### src/rtl/reflet_align_bridge.sv
// Purpose: responder bridge from a Reflet data port to a word-only memory, splitting misaligned word accesses.
// Latency: aligned read 3, misaligned read 4, aligned write 2, misaligned write 6 cycles from acceptance to rsp_valid.
// Backpressure: one request outstanding; req_ready is high only in IDLE, and req_* are ignored otherwise.
module reflet_align_bridge #(
  parameter int wordsize   = 32,
  parameter int addr_width = 32,
  localparam int bytes     = wordsize / 8,
  localparam int off       = $clog2(bytes)
) (
  input  logic                       clk,
  input  logic                       reset,
  input  logic                       req_valid,
  output logic                       req_ready,
  input  logic                       req_write,
  input  logic [addr_width-1:0]      req_addr,
  input  logic [wordsize-1:0]        req_wdata,
  output logic                       rsp_valid,
  output logic [wordsize-1:0]        rsp_rdata,
  output logic                       mem_en,
  output logic                       mem_write_en,
  output logic [addr_width-off-1:0]  mem_addr,
  output logic [wordsize-1:0]        mem_wdata,
  input  logic [wordsize-1:0]        mem_rdata
);

  localparam int WA = addr_width - off;

  typedef enum logic [2:0] {
    S_IDLE,
    S_RLO,
    S_RHI,
    S_CAPLO,
    S_CAPHI,
    S_WLO,
    S_WHI,
    S_RESP
  } state_t;

  state_t                r_state;
  state_t                w_next;
  logic [WA-1:0]         r_word;
  logic [off-1:0]        r_off;
  logic                  r_write;
  logic [wordsize-1:0]   r_wdata;
  logic [wordsize-1:0]   r_lo;
  logic [wordsize-1:0]   r_hi;
  logic [wordsize-1:0]   r_rdata;

  logic [WA-1:0]         w_word_hi;
  logic                  w_aligned;
  logic [off+2:0]        w_shift;
  logic [2*wordsize-1:0] w_data_sh;
  logic [2*wordsize-1:0] w_mask_sh;
  logic [2*wordsize-1:0] w_merged;
  logic [wordsize-1:0]   w_rd_word;

  // The high word wraps modulo the word-address space; no error on overflow.
  assign w_word_hi = r_word + WA'(1);
  assign w_aligned = (r_off == '0);
  assign w_shift   = {r_off, 3'b000};

  // Little-endian merge: the write data slides up by the byte offset across the {hi,lo} pair,
  // replacing exactly `bytes` bytes and keeping the rest from the words read back.
  assign w_data_sh = {{wordsize{1'b0}}, r_wdata} << w_shift;
  assign w_mask_sh = {{wordsize{1'b0}}, {wordsize{1'b1}}} << w_shift;
  assign w_merged  = ({r_hi, r_lo} & ~w_mask_sh) | w_data_sh;

  // Misaligned read result, formed while the high word is on mem_rdata.
  assign w_rd_word = wordsize'({mem_rdata, r_lo} >> w_shift);

  assign rsp_rdata = r_rdata;

  // State register.
  always_ff @(posedge clk or negedge reset) begin
    if (!reset) begin
      r_state <= S_IDLE;
    end else begin
      r_state <= w_next;
    end
  end

  // Next-state and memory strobe decode; memory outputs are zero unless a word op is active.
  always_comb begin
    w_next       = r_state;
    req_ready    = 1'b0;
    rsp_valid    = 1'b0;
    mem_en       = 1'b0;
    mem_write_en = 1'b0;
    mem_addr     = '0;
    mem_wdata    = '0;
    case (r_state)
      S_IDLE: begin
        req_ready = 1'b1;
        if (req_valid) begin
          if (req_write && (req_addr[off-1:0] == '0)) w_next = S_WLO;
          else                                        w_next = S_RLO;
        end
      end
      S_RLO: begin
        mem_en   = 1'b1;
        mem_addr = r_word;
        w_next   = (w_aligned && !r_write) ? S_CAPLO : S_RHI;
      end
      S_RHI: begin
        mem_en   = 1'b1;
        mem_addr = w_word_hi;
        w_next   = S_CAPHI;
      end
      S_CAPLO: begin
        w_next = S_RESP;
      end
      S_CAPHI: begin
        w_next = r_write ? S_WLO : S_RESP;
      end
      S_WLO: begin
        mem_en       = 1'b1;
        mem_write_en = 1'b1;
        mem_addr     = r_word;
        mem_wdata    = w_merged[wordsize-1:0];
        w_next       = w_aligned ? S_RESP : S_WHI;
      end
      S_WHI: begin
        mem_en       = 1'b1;
        mem_write_en = 1'b1;
        mem_addr     = w_word_hi;
        mem_wdata    = w_merged[2*wordsize-1:wordsize];
        w_next       = S_RESP;
      end
      S_RESP: begin
        rsp_valid = 1'b1;
        w_next    = S_IDLE;
      end
      default: begin
        w_next = S_IDLE;
      end
    endcase
  end

  // Request latch and read-data capture; rsp_rdata only moves when a read completes.
  always_ff @(posedge clk or negedge reset) begin
    if (!reset) begin
      r_word  <= '0;
      r_off   <= '0;
      r_write <= 1'b0;
      r_wdata <= '0;
      r_lo    <= '0;
      r_hi    <= '0;
      r_rdata <= '0;
    end else begin
      case (r_state)
        S_IDLE: begin
          if (req_valid) begin
            r_word  <= req_addr[addr_width-1:off];
            r_off   <= req_addr[off-1:0];
            r_write <= req_write;
            r_wdata <= req_wdata;
          end
        end
        S_RHI: begin
          r_lo <= mem_rdata;
        end
        S_CAPLO: begin
          r_lo    <= mem_rdata;
          r_rdata <= mem_rdata;
        end
        S_CAPHI: begin
          r_hi <= mem_rdata;
          if (!r_write) r_rdata <= w_rd_word;
        end
        default: begin
        end
      endcase
    end
  end

endmodule

### config.mk
export PLATFORM = sky130hd
export DESIGN_NAME = reflet_align_bridge
export DESIGN_NICKNAME = d
export VERILOG_FILES = /design/src/rtl/reflet_align_bridge.sv
export SDC_FILE = /design/constraint.sdc
export NUM_CORES = 1
export LEC_CHECK = 0
export ABC_CLOCK_PERIOD_IN_PS = 4400
export CAP_MARGIN = 20
export CORE_ASPECT_RATIO = 1.25
export CORE_MARGIN = 3
export CORE_UTILIZATION = 50
export DETAILED_ROUTE_END_ITERATION = 10
export GPL_ROUTABILITY_DRIVEN = 1
export GPL_TIMING_DRIVEN = 0
export PLACE_DENSITY_LB_ADDON = 0.08
export REMOVE_ABC_BUFFERS = 1
export SYNTH_ARGS = -nofsm -noshare
export SYNTH_HDL_FRONTEND = slang
export SYNTH_SLANG_ARGS = --single-unit
### constraint.sdc
create_clock -name clk -period 4.4 [get_ports clk]
set_input_delay 1.32 -clock clk [delete_from_list [all_inputs] [get_ports clk]]
set_output_delay 1.32 -clock clk [all_outputs]
set_load 0.005 [all_outputs]
# ---- Word level (Yosys, flattened, before mapping)
# Index checks and enable logic that the tools add are counted.
dict set report word_totals {
  romBits 0
  out_inout_bits 98
  word_cells 53
  n_memories 0
  latch_bits 0
  ramBits 0
  register_bits 164
  in_bits 100
}
dict set report op_classes {
  div_mod_pow 0
  magnitude_cmp 0
  n_reduce_logical 15
  bitwise_logic 3
  n_shift 3
  eq_ne 9
  mul 0
  add_sub_neg 1
  n_mux 14
}
# operator n
set ops {}
lappend ops {{one-hot mux 32 bit (2 select lines)} 2}
lappend ops {{AND 64 bit} 1}
lappend ops {{inverter 64 bit} 1}
lappend ops {{bitwise OR 64 bit} 1}
lappend ops {{<< shifter 32 x 5 -> 64 bit} 1}
lappend ops {{<< shifter 32 x 5 -> 64 bit, first input constant} 1}
lappend ops {{right shift 64 x 5 -> 32 bit} 1}
lappend ops {{one-hot mux 30 bit (2 select lines)} 1}
lappend ops {{two-way mux 32 bit} 1}
lappend ops {{adder 30 x 1 -> 30 bit, second input constant} 1}
lappend ops {{one-hot mux 3 bit (7 select lines)} 1}
lappend ops {{equality test 3 bit, second input constant} 4}
lappend ops {{OR reduction 2 bit} 5}
lappend ops {{equality test 3 x 2 -> 1 bit, second input constant} 2}
lappend ops {{two-way mux 1 bit} 6}
lappend ops {{two-way mux 3 bit} 2}
lappend ops {{zero test 2 bit} 2}
lappend ops {{inequality test 2 bit, second input constant} 2}
lappend ops {{AND reduction 2 bit} 2}
lappend ops {{OR reduction 4 bit} 1}
lappend ops {{equality test 3 x 1 -> 1 bit, second input constant} 1}
lappend ops {{zero test 3 bit} 1}
lappend ops {{logical AND 1 bit} 2}
lappend ops {{two-way mux 2 bit} 1}
lappend ops {{2 further kinds} 2}

# ---- Longest topological paths before layout
dict set report logic_depth {
  word_depth 5
  depth_mapped 8
  mapped_depth_nobuf 6
}

# ---- Worst setup path before layout
# Ideal clock, no wire load.
dict set report synth_path {
  kind {reg-to-output}
  start {reg r_word[0]}
  end {out mem_addr[28]}
  required_ns 3.080
  setup_slack_ns 1.087
  stages_incl_launch_ff 6
  n_path_buf 0
  arrival_time_ns 1.993
  cell_sequence {dfrtp_1 > ha_1 > nand4b_2 > or4_4 > or4_1 > a21oi_1}
}
dict set report synth_between {
  elab_chain_cells 2
}
# element line_no
set synth_rtl {}
lappend synth_rtl {{start, declared} 41} ;# logic [WA-1:0] r_word;
lappend synth_rtl {{start signal, assigned} 153} ;# r_word <= req_addr[addr_width-1:off];
lappend synth_rtl {{adder 30 x 1 -> 30 bit} 58} ;# assign w_word_hi = r_word + WA'(1);
lappend synth_rtl {{one-hot mux 30 bit (2 select lines)} 91} ;# case (r_state)
lappend synth_rtl {{end, declared} 21} ;# output logic [addr_width-off-1:0] mem_addr,
# No other way between the ends.

# ---- Worst setup path in the final report
dict set report layout_path {
  start {reg r_word[0]}
  end {out mem_addr[22]}
}
# The elaborated chain is that of the path after synthesis.

==> metrics.md <==
| Metric | Value |
|---|---|
| Status | completed |
| Top cell type's share of synthesized area | between 40% and 50% |
| Power Dens Cells | roughly 780 nW/µm² |
| Distinct cell type count after synthesis | 43 |
| Filler cells | 1373 |
| Routed length per instance | 18.75 µm |
| Starting DRT DRC Count | 323 |
| Dpl cells | ~1200 |
| Pleak | 4.848 nW |
| Largest family of logic cells by synthesized area | multiplexers |
| Post-Synth XOR/XNOR Area | 1.139% |
| Worst vdd ir | between 0.0004 and 0.0005 V |
| DRT Pass-1 Iters | 5 |
| Area of the multi-input gates | 4897 µm² |
| Pre-CTS setup slack | 0.2324 ns |
| Period minus WS final | 4.279 ns |
| Compound-cell area share of the yosys netlist | 9.259% |
| H-tree levels | 4 |
| Reg area | 4119 µm² |
| Chip Width | ~130 µm |
| Ys flop type | dfrtp_1 |
| Non-filler cells in the finished layout | 1248 |
| # setup viols final | 0 |
| Total number of vias | slightly above 7000 |
| Port bufs | 197 |
| CP Cell Sequence | ha_4 > nand4b_4 > or4_4 > or4_1 > a21oi_1 > clkdlybuf4s50_1 |
| Synth Area in Adders | 0.1356% |
| CP max FO | 8 |
| Tot GR Track Use | 23.66% |
| ANT cells | 0 |
| DP HPWL | 15920 µm |
| GRT met2 Usage | slightly below 40% |
| Largest net degree at the start of global routing | 88 |
| Fin area | 12240 µm² |
| Die H | 157.9 µm |
| Detailed-route DRC error count | 0 |
| Met1 Usage GRT | 30.97% |
| Post-synthesis mux area share | 31.38% |
| Number of vias per cell | 5.760 |
| CTS sink count | ~160 |
| Max-slew headroom | 28.25% |
| Syn Inst Count | about 840 |
| Core Area | 17770 µm² |
| Clk_skew | 0.01093 ns |
| Worst hold path class | register to register |
| Leading area contributor after synthesis | dfrtp_1 |
| Placer Congestion | 0.7986 |
| Total CTS buffers | 17 |
| Die area | just over 20000 µm² |
| Simple-gate share of the synthesized area | roughly a tenth |
| Max clock buf depth | 2 |
| Root Buffer | clkbuf_16 |
| Syn_area_per_cell | 11.04 µm² |
| Worst Max-Slew Pin Slew | approximately 1.1 ns |
| Ports | 198 |
| CP required | 3.08 ns |
| Fmax | 233.7 MHz |
| Worst-path clk slew | 0.07 ns |
| Mapped Area | 9230 µm² |
| Seq/Total Area, Yosys | 44.46% |
| Max stage delay on crit path | 0.62 ns |
| Hold buffers post-CTS | 0 |
| Rows | 54 |
| Synthesized flop and latch total | 164 |
| Routed WL | 23400 µm |
| Dominant cells by area after synthesis | dfrtp_1 44%, mux2_2 17%, mux4_2 7.8% |
| Global-route wire length before repair | between 30000 and 40000 µm |
| Worst hold start | rsp_rdata[31] |
| Grt peak-use layer | met2 |
| R2r startpoint | r_state[0] |
| Critical Setup Path Class | register to primary output |
| Placed Area | 11500 µm² |
| Post-synth ARST share | 100.0% |
| Synth warn | 0 |
| Initial antenna violation count | 0 |
| Vias in the first global route | between 7000 and 8000 |
| Later-pin clock latency in the skew report | 0.43 ns |
| Setup slack after layout | 0.1207 ns |
| Post-synth EDFFs | 0 |
| Gr ovfl total | 0 |
| Crit-path leading delay family | simple AND/OR/NAND/NOR gates |
| Startpoint Class | register |
| Tcrit/Tclk final | a little over nine tenths |
| RSZ-0062 raised after global routing | false |
| CTS tree | done |
| Met3 usage in global routing | 6.109% |
| Slowest-stage cell, CP | or4_4 |
| Max-Cap Viols | 0 |
| Crit. Startpoint | r_word[0] |
| Crit. End Element | primary output |
| CP Data Arrival Time | between 2 and 3 ns |
| Initial core utilization | between 50% and 60% |
| Number of nets in the layout | 1113 |
| Final Hold Fails | 0 |
| Final Core Density | 68.89% |
| Ratio of cells with drive above 1 in the final layout | 24.12% |
| Max Transition Viols Final | 0 |
| ANT nets after route | 0 |
| Area Overhead vs Synth | 32.63% |
| Crit path buf inv count | 1 |
## tightest hold or removal path: cells and delay by family, from the launching register on
kind / cells / cell delay [ns]
flip-flops: 1 / 0.34
AND/OR/NAND/NOR: 1 / 0.04
AO/OA/AOI/OAI: 1 / 0.06
## Yosys cell counts (5+ instances only)
library cell / count
a21oi_1: 29
a31oi_1: 16
buf_1: 11
buf_2: 19
clkbuf_1: 33
dfrtp_1: 164
inv_1: 8
mux2_2: 139
mux2i_1: 61
mux4_2: 32
nand2_1: 96
nand2b_1: 7
nand3_1: 9
nor2_1: 53
nor2b_1: 7
o21ai_0: 60
o22ai_1: 21
o311ai_0: 5
o41ai_1: 5
or3_1: 8
xnor2_1: 10
## final timing paths
path | end | slack, ns | depth (start not counted)
max | mem_addr[22] | 0.12 | 6
max reg2reg | rsp_rdata[0] | 1.72 | 6
min reg2reg | rsp_rdata[31] | 0.48 | 2
min in group asynchronous | r_word[2] | 0.84 | 1
min | rsp_rdata[31] | 0.48 | 2
max in group asynchronous | r_lo[9] | 2.70 | 2
## logic make-up (layout without fill, tap and decap cells)
logic type	after synthesis	after routing
compound gates	147	147
xor+xnor	12	12
fa+ha+maj	1	1
buf+inv	71	259
flops	164	164
mux	232	232
simple gates	209	209
## per-layer routing
layer  routed length (µm)  vias up
li1                     -     3420
met1                 9972     3516
met2                11350      223
met3                 1638       30
met4                  445        0
met5                    0        -
## per-stage QoR
| stage | hold WS (ns) | TNS [ns] | power [mW] |
|---|---|---|---|
| floorplan | 0.4733 | -168.41 | 6.044 |
| global route | 0.5072 | 0 | 10.28 |
| detailed placement | 0.4701 | 0 | 7.957 |
| global placement | 0.4601 | -1299.85 | 7.940 |
| finish | 0.4767 | 0 | 9.578 |
| CTS | 0.4842 | 0 | 9.598 |
## final cells by class
type                            count  share of cell area (%)
Clock buffer                       19                   3.618
Clock inverter                     12                   1.472
Inverter                            8                  0.2453
Multi-Input combinational cell    601                   40.00
Sequential cell                   164                   33.65
Tap cell                          224                   2.289
Timing Repair Buffer              220                   18.72
## cell usage in the layout, fill, tap and decap left out, types with 6 or more instances in the layout
cell type	synthesis	routed
buf_6	0	6
nand2b_1	7	7
o22ai_1	21	21
a31oi_1	16	16
mux2_2	139	139
xnor2_1	10	10
mux4_2	32	32
buf_4	0	7
inv_1	8	8
or3_1	8	8
nand2_1	96	94
a21oi_1	29	29
dfrtp_1	164	158
mux2i_1	61	61
clkbuf_16	0	17
clkdlybuf4s50_1	0	195
o21ai_0	60	60
nand3_1	9	9
nor2_1	53	52
## where the power goes
group          internal (mW)  total [mW]  switching (mW)
clock network          0.964        1.57           0.608
registers               2.30        3.08           0.781
logic                   2.87        4.93            2.06
total                   6.13        9.58            3.45
## what timing repair did
item / CTS / global route
pin swaps: 1 / 1
setup endpoints to repair: 15 / 17
resized for setup: 4 / 11
buffers inserted: 1 / 8
## state kept, by name, indices dropped and copies added (netlist names)
signal	flops
r_lo	32
rsp_rdata	32
r_state	3
r_write	1
r_hi	32
r_off	2
r_word	30
r_wdata	32
No activity file was read; power rests on OpenSTA's default activity.
